$ cat src/rtl/pe_ctrl_pkg.sv
// Shared types and default geometry for the inner-product PE column sequencer.
package pe_ctrl_pkg;

    localparam int unsigned PE_IDEPTH    = 3;
    localparam int unsigned PE_KWIDTH    = 8;
    localparam int unsigned PE_WLOAD_CYC = 4;
    localparam int unsigned PE_DRAIN_CYC = 8;
    localparam int unsigned MAC_CYC      = 1 << PE_IDEPTH;

    typedef enum logic [2:0] {
        IDLE,
        WLOAD,
        MAC,
        DRAIN,
        DONE
    } pe_ctrl_state_t;

    function automatic int unsigned max_u(input int unsigned a, input int unsigned b);
        return (a > b) ? a : b;
    endfunction

endpackage

$ cat src/rtl/pe_ctrl_cnt.sv
// Loadable down-counter with a zero flag; load wins over decrement.
module pe_ctrl_cnt #(
    parameter int unsigned WIDTH = 8
) (
    input  logic             clk,
    input  logic             rst_n,
    input  logic             load,
    input  logic [WIDTH-1:0] load_val,
    input  logic             dec,
    output logic             zero_c
);

    logic [WIDTH-1:0] cnt;

    always_ff @(posedge clk) begin
        if (!rst_n) begin
            cnt <= '0;
        end else if (load) begin
            cnt <= load_val;
        end else if (dec) begin
            cnt <= cnt - WIDTH'(1);
        end
    end

    assign zero_c = (cnt == '0);

endmodule

$ cat src/rtl/pe_inner_ctrl.sv
// Tile sequencer for a column of binary-serial inner-product PEs: turns one
// command into idx / mac_done / enable / clear strobes, all registered.
module pe_inner_ctrl
    import pe_ctrl_pkg::*;
#(
    parameter int unsigned IDEPTH    = PE_IDEPTH,
    parameter int unsigned KWIDTH    = PE_KWIDTH,
    parameter int unsigned WLOAD_CYC = PE_WLOAD_CYC,
    parameter int unsigned DRAIN_CYC = PE_DRAIN_CYC
) (
    input  logic              clk,
    input  logic              rst_n,
    input  logic              cmd_valid,
    output logic              cmd_ready,
    input  logic [KWIDTH-1:0] cmd_k,
    input  logic              cmd_wload,
    input  logic              abort,
    output logic [IDEPTH-1:0] idx,
    output logic              mac_done,
    output logic              en_i,
    output logic              clr_i,
    output logic              en_w,
    output logic              clr_w,
    output logic              en_o,
    output logic              clr_o,
    output logic              busy,
    output logic              done
);

    localparam int unsigned PH_MAX = max_u(WLOAD_CYC, DRAIN_CYC);
    localparam int unsigned PH_W   = (PH_MAX > 1) ? $clog2(PH_MAX) : 1;

    pe_ctrl_state_t    state;
    logic              accept;
    logic              ph_load;
    logic              ph_dec;
    logic              ph_zero;
    logic [PH_W-1:0]   ph_val;
    logic              mac_dec;
    logic              mac_zero;
    logic [IDEPTH-1:0] idx_nxt;

    // Counter controls; the MAC counter holds "MACs remaining after this one".
    always_comb begin
        accept  = (state == IDLE) && cmd_ready && cmd_valid;
        ph_load = (accept && (cmd_k != '0) && cmd_wload)
                || ((state == MAC) && mac_done && mac_zero);
        ph_val  = (state == IDLE) ? PH_W'(WLOAD_CYC - 1) : PH_W'(DRAIN_CYC - 1);
        ph_dec  = ((state == WLOAD) || (state == DRAIN)) && !ph_zero;
        mac_dec = (state == MAC) && mac_done && !mac_zero;
        idx_nxt = idx + IDEPTH'(1);
    end

    pe_ctrl_cnt #(.WIDTH(PH_W)) u_phase_cnt (
        .clk      (clk),
        .rst_n    (rst_n),
        .load     (ph_load),
        .load_val (ph_val),
        .dec      (ph_dec),
        .zero_c   (ph_zero)
    );

    pe_ctrl_cnt #(.WIDTH(KWIDTH)) u_mac_cnt (
        .clk      (clk),
        .rst_n    (rst_n),
        .load     (accept),
        .load_val (cmd_k - KWIDTH'(1)),
        .dec      (mac_dec),
        .zero_c   (mac_zero)
    );

    always_ff @(posedge clk) begin
        if (!rst_n) begin
            state     <= IDLE;
            cmd_ready <= 1'b0;
            idx       <= '0;
            mac_done  <= 1'b0;
            en_i      <= 1'b0;
            clr_i     <= 1'b0;
            en_w      <= 1'b0;
            clr_w     <= 1'b0;
            en_o      <= 1'b0;
            clr_o     <= 1'b0;
            busy      <= 1'b0;
            done      <= 1'b0;
        end else begin
            cmd_ready <= 1'b0;
            idx       <= '0;
            mac_done  <= 1'b0;
            en_i      <= 1'b0;
            clr_i     <= 1'b0;
            en_w      <= 1'b0;
            clr_w     <= 1'b0;
            en_o      <= 1'b0;
            clr_o     <= 1'b0;
            busy      <= 1'b1;
            done      <= 1'b0;

            case (state)
                IDLE: begin
                    if (accept) begin
                        if (cmd_k == '0) begin
                            state <= DONE;
                            done  <= 1'b1;
                        end else if (cmd_wload) begin
                            state <= WLOAD;
                            en_w  <= 1'b1;
                        end else begin
                            state <= MAC;
                            en_i  <= 1'b1;
                            en_o  <= 1'b1;
                            clr_o <= 1'b1;
                        end
                    end else begin
                        cmd_ready <= 1'b1;
                        busy      <= 1'b0;
                    end
                end
                WLOAD: begin
                    if (ph_zero) begin
                        state <= MAC;
                        en_i  <= 1'b1;
                        en_o  <= 1'b1;
                        clr_o <= 1'b1;
                    end else begin
                        en_w <= 1'b1;
                    end
                end
                MAC: begin
                    en_o <= 1'b1;
                    if (mac_done) begin
                        if (mac_zero) begin
                            state <= DRAIN;
                        end else begin
                            en_i <= 1'b1;
                        end
                    end else begin
                        idx      <= idx_nxt;
                        mac_done <= &idx_nxt;
                    end
                end
                DRAIN: begin
                    if (ph_zero) begin
                        state <= DONE;
                        done  <= 1'b1;
                    end else begin
                        en_o <= 1'b1;
                    end
                end
                DONE: begin
                    state     <= IDLE;
                    cmd_ready <= 1'b1;
                    busy      <= 1'b0;
                end
                default: begin
                    state <= IDLE;
                    busy  <= 1'b0;
                end
            endcase

            // Abort overrides everything: one clear cycle (parked in DONE without the pulse), then IDLE.
            if (abort && (state != IDLE)) begin
                state     <= DONE;
                cmd_ready <= 1'b0;
                idx       <= '0;
                mac_done  <= 1'b0;
                en_i      <= 1'b0;
                en_w      <= 1'b0;
                en_o      <= 1'b0;
                clr_i     <= 1'b1;
                clr_o     <= 1'b1;
                busy      <= 1'b1;
                done      <= 1'b0;
            end
        end
    end

endmodule

$ cat config.mk
export PLATFORM = sky130hd
export DESIGN_NAME = pe_inner_ctrl
export DESIGN_NICKNAME = d
export VERILOG_FILES = /design/src/rtl/pe_ctrl_pkg.sv /design/src/rtl/pe_ctrl_cnt.sv /design/src/rtl/pe_inner_ctrl.sv
export SDC_FILE = /design/constraint.sdc
export NUM_CORES = 1
export LEC_CHECK = 0
export ABC_AREA = 1
export BUFFER_PORTS_ARGS = -buffer_cell sky130_fd_sc_hd__buf_2
export CORE_MARGIN = 2
export CORE_UTILIZATION = 50
export DETAILED_ROUTE_END_ITERATION = 8
export PLACE_DENSITY_LB_ADDON = 0.12
export SLEW_MARGIN = 0
export SYNTH_ARGS = -nofsm -noshare
export SYNTH_HDL_FRONTEND = slang
export SYNTH_SLANG_ARGS = --single-unit
$ cat constraint.sdc
create_clock -name clk -period 3.3 [get_ports clk]
set_input_delay 0.66 -clock clk [delete_from_list [all_inputs] [get_ports clk]]
set_output_delay 0.66 -clock clk [all_outputs]
set_load 0.05 [all_outputs]
==> results.md, run 1 <==
Worst setup path:
- In this design, the largest share of critical-path delay is due to simple AND/OR/NAND/NOR gates.
- For this design, the slowest cell found on the critical path is o21ai_4.
- The worst register-to-register path has a setup slack of about 1.6 ns.
- The nature of the critical path startpoint is a primary input.
- The delay contributed by the slowest stage of the critical path is around 0.23 ns.
- The critical path goes through buf_2 > nand2_2 > inv_2 > nand3_4 > o21ai_4 > inv_1 > ha_1 > nand2_2 > nor2_2 > a21oi_1 > a21oi_1.
- The kind of end point of the critical path is a register.
- In this run the critical register-to-register path is launched from cmd_ready$_SDFF_PP0_.
- The critical path in this run is classified as primary input to register.
- The data arrival time of the critical path is roughly 2.0 ns.
- Together, buffers and inverters on the worst path number 3.
- Measured in cells, the most critical reg-to-reg path has a length of 10.
- The terminus of the critical flop-to-flop path is u_mac_cnt.cnt[6]$_SDFFE_PN0P_.
- In this run the worst path has a maximum fanout of 9.
- For the worst setup path, the data required time is 3.52 ns.

Power and ir drop:
- The leakage power of the design is 0.910 nW.
- The areal power density over the cells is about 530 nW/um^2.
- Across the VDD grid, the largest voltage drop is 0.289 mV.

Placed design:
- Once placement finished, the instance area stood at 1650 sq um.
- The global placer's final weighted congestion is 0.924.
- The post-detailed-placement half-perimeter wirelength is approximately 2400 um.
- The number of port buffers is 24.

Hold path:
- The worst-case hold path end point is idx[0]$_SDFF_PP0_.
- The hold path depth is 1.
- The path category of the worst min-delay check is register to register.
- The startpoint of the tightest hold check path is idx[0]$_SDFF_PP0_.

Clock tree:
- The number of sinks handled by clock tree synthesis is 26.
- The tree is rooted in a clkbuf_4.
- Clock-pin slew was measured on the worst setup and hold paths at 0.14 ns.
- The hold buffer count at CTS is 0.
- The later pin in the worst-skew pair is clocked with a latency of 0.32 ns.
- TritonCTS built the clock tree.
- The number of buffers created by CTS is 3.
- CTS built an H-tree with a depth of 1.
- The clock passes through at most 2 buffers.
- The number of gates resized after CTS was 0.
- Once the clock tree was built, the setup fixing pass inserted 0 buffers.

Floorplan:
- The count of standard-cell rows is 19.
- The overall die area is roughly 3500 sq um.
- For this design the top-level I/O count stands at 26.
- The die span in y is between 50 and 60 um.
- The starting density of the core is 53.6%.
- The core region is roughly 2800 sq um.
- From left edge to right edge, the die measures 59.1 um.

Synth:
- In this run the mean area of a mapped cell was 7.09 sq um.
- Yosys mapped the design onto 31 distinct sky130hd cell types.
- The cell area after synthesis is roughly 1500 sq um.
- The synthesized netlist devotes a little under an eighth of its cell area to compound gates.
- In this run, synthesis inferred 0 flip-flops with an integrated enable.
- The most used flip-flop cell after synthesis is dfxtp_1.
- For this run, the number of Yosys warnings is 0.
- Of all flip-flops after synthesis, the portion carrying an async set or reset was 0%.
- Summing the areas of all and, or, nand and nor instances in the mapped netlist gives 34.6% of the synthesized area.
- Measured against the total synthesized area, the mux share comes to 0%.
- The fraction of the mapped netlist area in adder cells is under 10%.
- The post-synthesis share of cell area spent on xor and xnor gates is ~1.7%.
- After synthesis, the largest family of logic cells by area is simple AND/OR/NAND/NOR gates.
- Synthesis produced a netlist with a net count of 232.
- Synthesis inferred 26 register bits.
- The sequential share of the synthesized area is between 30 and 40%.
- In the synthesized netlist, the number of instances is 214.

GRT:
- The maximum number of pins on one net before global-route repair is 16.
- The met2 track demand over resource in global routing is about a third.
- The global-route wire length before repair is 4930 um.
- The initial antenna violation count is 0.
- The global-route track usage on met1 is between 20% and 30%.
- Global routing used under 10% of the available met3 tracks.
- Across every metal layer, demand over resource in global routing totals about a fifth.
- The total congestion overflow after global routing is 0.
- The global routing stage identified its most utilized layer as met2.
- The via count of the first global-routing pass is approximately 1,100.

Timing:
- The number of max-slew violations in the final report is 0.
- The worst path in the final design needs a cycle of approximately 1.8 ns, including I/O delays and setup.
- The clock skew after layout is 0.00679 ns.
- Setup repair after global routing left no endpoint under its margin.
- The summed negative setup slack over all endpoints is 0 ns.
- The final-report hold violation count is 0.
- The upper clock frequency limit is roughly 560 MHz.
- The post-route clock period utilization is a little over half.
- The total of endpoints with negative setup slack in the final report is 0.

Status:
- The flow ran to the end, and the final reports show no timing, DRC or antenna violations.

Routing:
- The final wirelength is around 3000 um.
- The post-detailed-route wirelength per cell is roughly 11 um.
- The number of nets with antenna violations after detailed routing is 0.
- The count of routing violations after the opening detailed-route iteration is a little over 80.
- For this block, the via count after detailed routing is about 1,300.
- After detailed routing, the number of vias per cell comes to ~4.8.
- The first TritonRoute pass finished after 4 iterations.
- The residual DRC count is 0.

Final layout:
- In the final layout, the share of cells above drive strength 1 is 23.0%.
- The commonest non-fill, non-tap cell in the layout is inv_1.
- The final layout net count is 258.
- The area growth from synthesis to layout is 12.4%.
- In the layout the commonest cells are inv_1, nand2_1, nor2_1, dfxtp_1, buf_2.
- The number of fill cells is 278.
- The final non-filler cell area is between 1500 and 2000 sq um.
- The antenna diode count is 0.

Flow run:
- The tool flagged a number of max-cap violations equal to 0.
-- cell usage after synthesis (2+ instances only) --
master,n,area [sq um]
a21oi_1,11,55.1
dfxtp_1,26,521
ha_1,5,62.6
inv_1,43,161
inv_2,4,15.0
nand2_1,28,105
nand2_2,12,75.1
nand2_4,3,33.8
nand3_1,10,50.1
nand4_1,7,43.8
nor2_1,27,101
nor2_2,2,12.5
nor2_8,2,40.0
nor3_1,3,15.0
o21ai_0,12,60.1
o21ai_1,2,10.0
o21ai_4,2,32.5
xnor2_1,2,17.5
-- cell type report --
cell class	instances	area [sq um]	share of cell area (%)
clock buffers	3	22.5	1.32
flip-flops and latches	26	520	30.5
clock inverters	1	30.0	1.76
repair buffers	24	120	7.04
multi-input cells	138	798	46.8
well taps	31	38.8	2.27
inverters	47	176	10.3
-- registers in the layout (all words and copies together) (netlist names) --
register,count
en_o,1
clr_o,1
busy,1
cmd_ready,1
en_w,1
mac_done,1
idx,3
done,1
clr_i,1
u_mac_cnt.cnt,8
state,3
en_i,1
u_phase_cnt.cnt,3
-- kinds of logic after synthesis --
family                     count (synthesis)
xor gates and xnor gates                   3
other                                      1
buffers and inverters                     50
AOI/OAI and AO/OA                         30
DFF                                       26
and+or+nand+nor                           99
adders and majority gates                  5
-- worst register-to-register path, cell delays in order, from the launching register on --
cell	delay, ns
dfxtp_1	0.38
nand2_2	0.11
inv_2	0.14
nand3_4	0.17
o21ai_4	0.23
inv_1	0.07
ha_1	0.20
nand2_2	0.10
nor2_2	0.06
a21oi_1	0.12
a21oi_1	0.07
-- where the power goes --
group | leakage (nW) | internal (W) | switching (W)
Combinational | 0.670 | 0.000102 | 0.000223
Sequential | 0.212 | 0.000342 | 0.0000182
Clock | 0.0279 | 0.000123 | 0.0000937
-- per-stage QoR --
stage / hold slack (ns) / power [W] / std cells / utilization [%] / setup WS (ns)
after floorplan: 0.467 / 0.000634 / 214 / - / 1.31
after global placement: 0.444 / 0.000690 / 266 / 58.5 / 1.23
after detailed placement: 0.453 / 0.000693 / 266 / 58.5 / 1.18
after CTS: 0.485 / 0.000912 / 270 / 60.3 / 1.53
after global routing: 0.526 / 0.000957 / 270 / 60.3 / 1.40
final: 0.479 / 0.000902 / 270 / 60.3 / 1.53
-- worst max-delay path by stage --
| stage | start | slack [ns] | cells after the start | to |
|---|---|---|---|---|
| 2_1_floorplan | cmd_ready$_SDFF_PP0_ | 1.31 | 8 | u_mac_cnt.cnt[2]$_SDFFE_PN0P_ |
| 3_3_place_gp | cmd_valid | 1.23 | 11 | u_mac_cnt.cnt[6]$_SDFFE_PN0P_ |
| 3_5_place_dp | cmd_valid | 1.18 | 11 | u_mac_cnt.cnt[6]$_SDFFE_PN0P_ |
| 4_1_cts | cmd_valid | 1.53 | 11 | u_mac_cnt.cnt[6]$_SDFFE_PN0P_ |
| 5_1_grt | cmd_valid | 1.40 | 13 | u_mac_cnt.cnt[6]$_SDFFE_PN0P_ |
| 6_report | cmd_valid | 1.53 | 11 | u_mac_cnt.cnt[6]$_SDFFE_PN0P_ |
-- layer usage --
layer  wire length [um]  vias up
li1                   -      714
met1               1450      569
met2               1410       18
met3                 71        4
met4                 30        0
met5                  0        -
Power figures use the tool's default switching activity.
==> run 2: changes to the inputs <==
==> constraint.sdc (replaced) <==
create_clock -name clk -period 1.5 [get_ports clk]
set_input_delay 0.3 -clock clk [delete_from_list [all_inputs] [get_ports clk]]
set_output_delay 0.3 -clock clk [all_outputs]
set_load 0.05 [all_outputs]
==> run 2 against run 1 <==
Effect of this change:
- clock power rose by 120%
- worst setup slack got worse by 1.6 ns
- sequential share of layout area fell by 5.1 points
- the run now ends with setup timing left
- highest routed layer unchanged
- cell count rose by 12%
- first-iteration DRC count rose by 6.0%
- critical endpoint is now u_mac_cnt.cnt[2]$_SDFFE_PN0P_
- hold slack got worse by 0.20 ns
==> results.md, run 2 (synthesized netlist as in run 1, its figures left out) <==
Worst setup path:
- Traced cell by cell, the critical path runs through nor2_8 > nand3_4 > nand2_2 > nand2_2 > buf_6 > ha_4 > or2_0 > a31oi_1.
- STA classifies the critical path endpoint as a register.
- The required time at the endpoint of the critical path is between 1.5 and 2 ns.
- The data arrival time of the critical path is 1.78 ns.
- By instance count, the cell type seen most on the critical path is nand2_2.
- The path type of the worst setup path is register to register.
- The slowest stage of the critical path is the dfxtp_4 cell.
- The worst setup path is launched from a register.
- For this run, the slowest stage of the critical path takes between 0.3 and 0.4 ns.
- Of all nets on the critical path, the largest fanout is 6.

Final layout:
- For this run, the post-layout net count is between 200 and 300.
- The register with the highest flop count is u_mac_cnt.cnt.
- The antenna diode count is 0.
- Leaving out fill and tap cells, the most frequent cells in the layout are inv_1, buf_4, nand2_1, buf_2, nor2_1.
- The area growth from synthesis to layout is 38.2%.
- Fill cells in the final layout number 220.
- In the final layout, the multi-input gates occupy 878 sq um.
- Once layout is complete, the utilization of the core stands at about three quarters.
- Of the cells placed in the final design, the portion with a size suffix greater than 1 is between 30 and 40%.
- The flip-flop count of the largest register after layout is 8.
- The commonest non-fill, non-tap cell in the layout is inv_1.
- The sequential cells in the finished layout cover a total of between 500 and 600 sq um.
- Once layout is done, the placed cells without fillers occupy about 2100 sq um.
- The count of cells in the finished layout, fillers not included, comes to a little over 300.

Hold path:
- The path class of the tightest hold or removal check is primary input to register.

Floorplan:
- Row generation in the floorplan step produced 19 rows.
- The starting density of the core is between 50% and 60%.
- The floorplan step defined a die boundary enclosing approximately 3500 sq um.
- The area inside the core boundary is approximately 2800 sq um.
- Measured along the x axis, the die boundary spans just under 60 um.
- The die span in y is slightly below 60 um.
- The number of I/O pins is 26.

Timing:
- The final critical path takes up 102% of the cycle.
- Setup repair after global routing could not meet its margin everywhere.
- The time the worst path needs with I/O delays and setup is 1.53 ns.
- The final-report hold violation count is 0.
- Adding up every negative setup slack in the final design gives -0.0655 ns.
- The clock skew after layout is roughly 0.0064 ns.
- The total of endpoints with negative setup slack in the final report is 3.
- The number of max-slew violations in the final report is 0.
- The worst-case setup margin in the final layout is -0.0335 ns.
- Timing would allow up to 652 MHz.
- Final hold analysis gives a worst-case slack of about 0.27 ns.

Placed design:
- The total cell area at the placement stage is ~1900 sq um.
- Routability-driven placement finished with a final weighted congestion of 0.935.
- In this run, placement finished with an instance count of 291.
- After legalization and detailed placement, the total HPWL measured approximately 2700 um.
- In this run the tool buffered the top-level ports with 24 buffer cells.

Flow run:
- Max-cap violations in this run came to 0.

Status:
- The final reports fail on setup timing.
- The run finished, with violations left.

GRT:
- The total congestion overflow after global routing is 0.
- The maximum number of pins on one net before global-route repair is 16.
- The via count of the first global-routing pass is about 1,300.
- The initial antenna violation count was 0.
- The total global routing track utilization is approximately 22%.
- The global-route wire length before repair is around 5700 um.

Clock tree:
- Clock tree synthesis inserted a total of 3 buffers.
- The clock tree from TritonCTS is done.
- In this run the deepest clock path goes through 2 buffers.
- The number of levels the H-tree was split into is 1.
- The root buffer cell is clkbuf_4.
- The clock insertion delay at the later pin of the skew report is 0.32 ns.
- After clock tree synthesis, the clock-pin slew on the worst setup and hold paths is around 0.14 ns.
- The hold buffer count at CTS is 0.
- CTS saw 26 sinks.

Routing:
- The residual DRC count is 0.
- The number of nets with antenna violations after detailed routing is 0.
- Using the TritonRoute via totals, the vias-per-cell ratio works out to 4.87.
- The post-detailed-route wirelength per cell is around 12 um.
- In this run, the number of DRC markers left after iteration 0 of detailed routing was slightly below 90.
- The number of optimization iterations in the first detailed-route pass is 4.
- The final wirelength is 3590 um.
- Across all layers, the routed design uses roughly 1,500 vias.

Power and ir drop:
- The leakage power of the design is around 1.1 nW.
- IR analysis of the VDD net gives a maximum drop of roughly 0.70 mV.
- Power spread over the standard cell area amounts to 1090 nW/um^2.
[run 2: critical path: cells and delay by family, from the launching register on]
kind / cells / cell delay (ns)
buffers and inverters: 1 / 0.12
DFF: 1 / 0.39
and+or+nand+nor: 5 / 0.63
AOI/OAI and AO/OA: 1 / 0.16
adders and majority gates: 1 / 0.16
[run 2: final timing paths]
| path | start | endpoint | slack [ns] | cells after the start |
|---|---|---|---|---|
| min | abort | busy$_SDFF_PN0_ | 0.27 | 3 |
| max reg2reg | state[2]$_SDFFE_PN0P_ | u_mac_cnt.cnt[2]$_SDFFE_PN0P_ | -0.03 | 8 |
| max | state[2]$_SDFFE_PN0P_ | u_mac_cnt.cnt[2]$_SDFFE_PN0P_ | -0.03 | 8 |
| min reg2reg | idx[0]$_SDFF_PP0_ | idx[0]$_SDFF_PP0_ | 0.48 | 1 |
[run 2: cell type report]
class	instances	area share [%]
multi-input cells	138	41.9
well taps	31	1.85
clock inverters	1	1.43
repair buffers	57	19.7
inverters	47	8.65
clock buffers	3	1.07
flip-flops and latches	26	25.4
[run 2: routing by layer]
metal  GRT usage, %  wire length (um)  up-vias
li1               -                 -      781
met1           27.3              1620      656
met2           37.5              1810       36
met3           4.59               123        4
met4           5.84                42        0
met5              0                 0        -
[run 2: report_power, final]
group	internal (W)	switching, W
Sequential	0.000756	0.0000419
Clock	0.000270	0.000206
Combinational	0.000415	0.000601
[run 2: metrics by stage]
stage | setup WS (ns) | power [W]
after floorplan | -0.129 | 0.00140
after global placement | -0.00391 | 0.00166
after detailed placement | -0.0545 | 0.00167
after CTS | -0.00971 | 0.00220
after global routing | -0.150 | 0.00244
final | -0.0335 | 0.00229
[run 2: what timing repair did]
action	4_1_cts	5_1_grt
gates resized for setup	8	17
setup endpoints to repair	8	22
buffers inserted	2	6
pin swaps	9	14
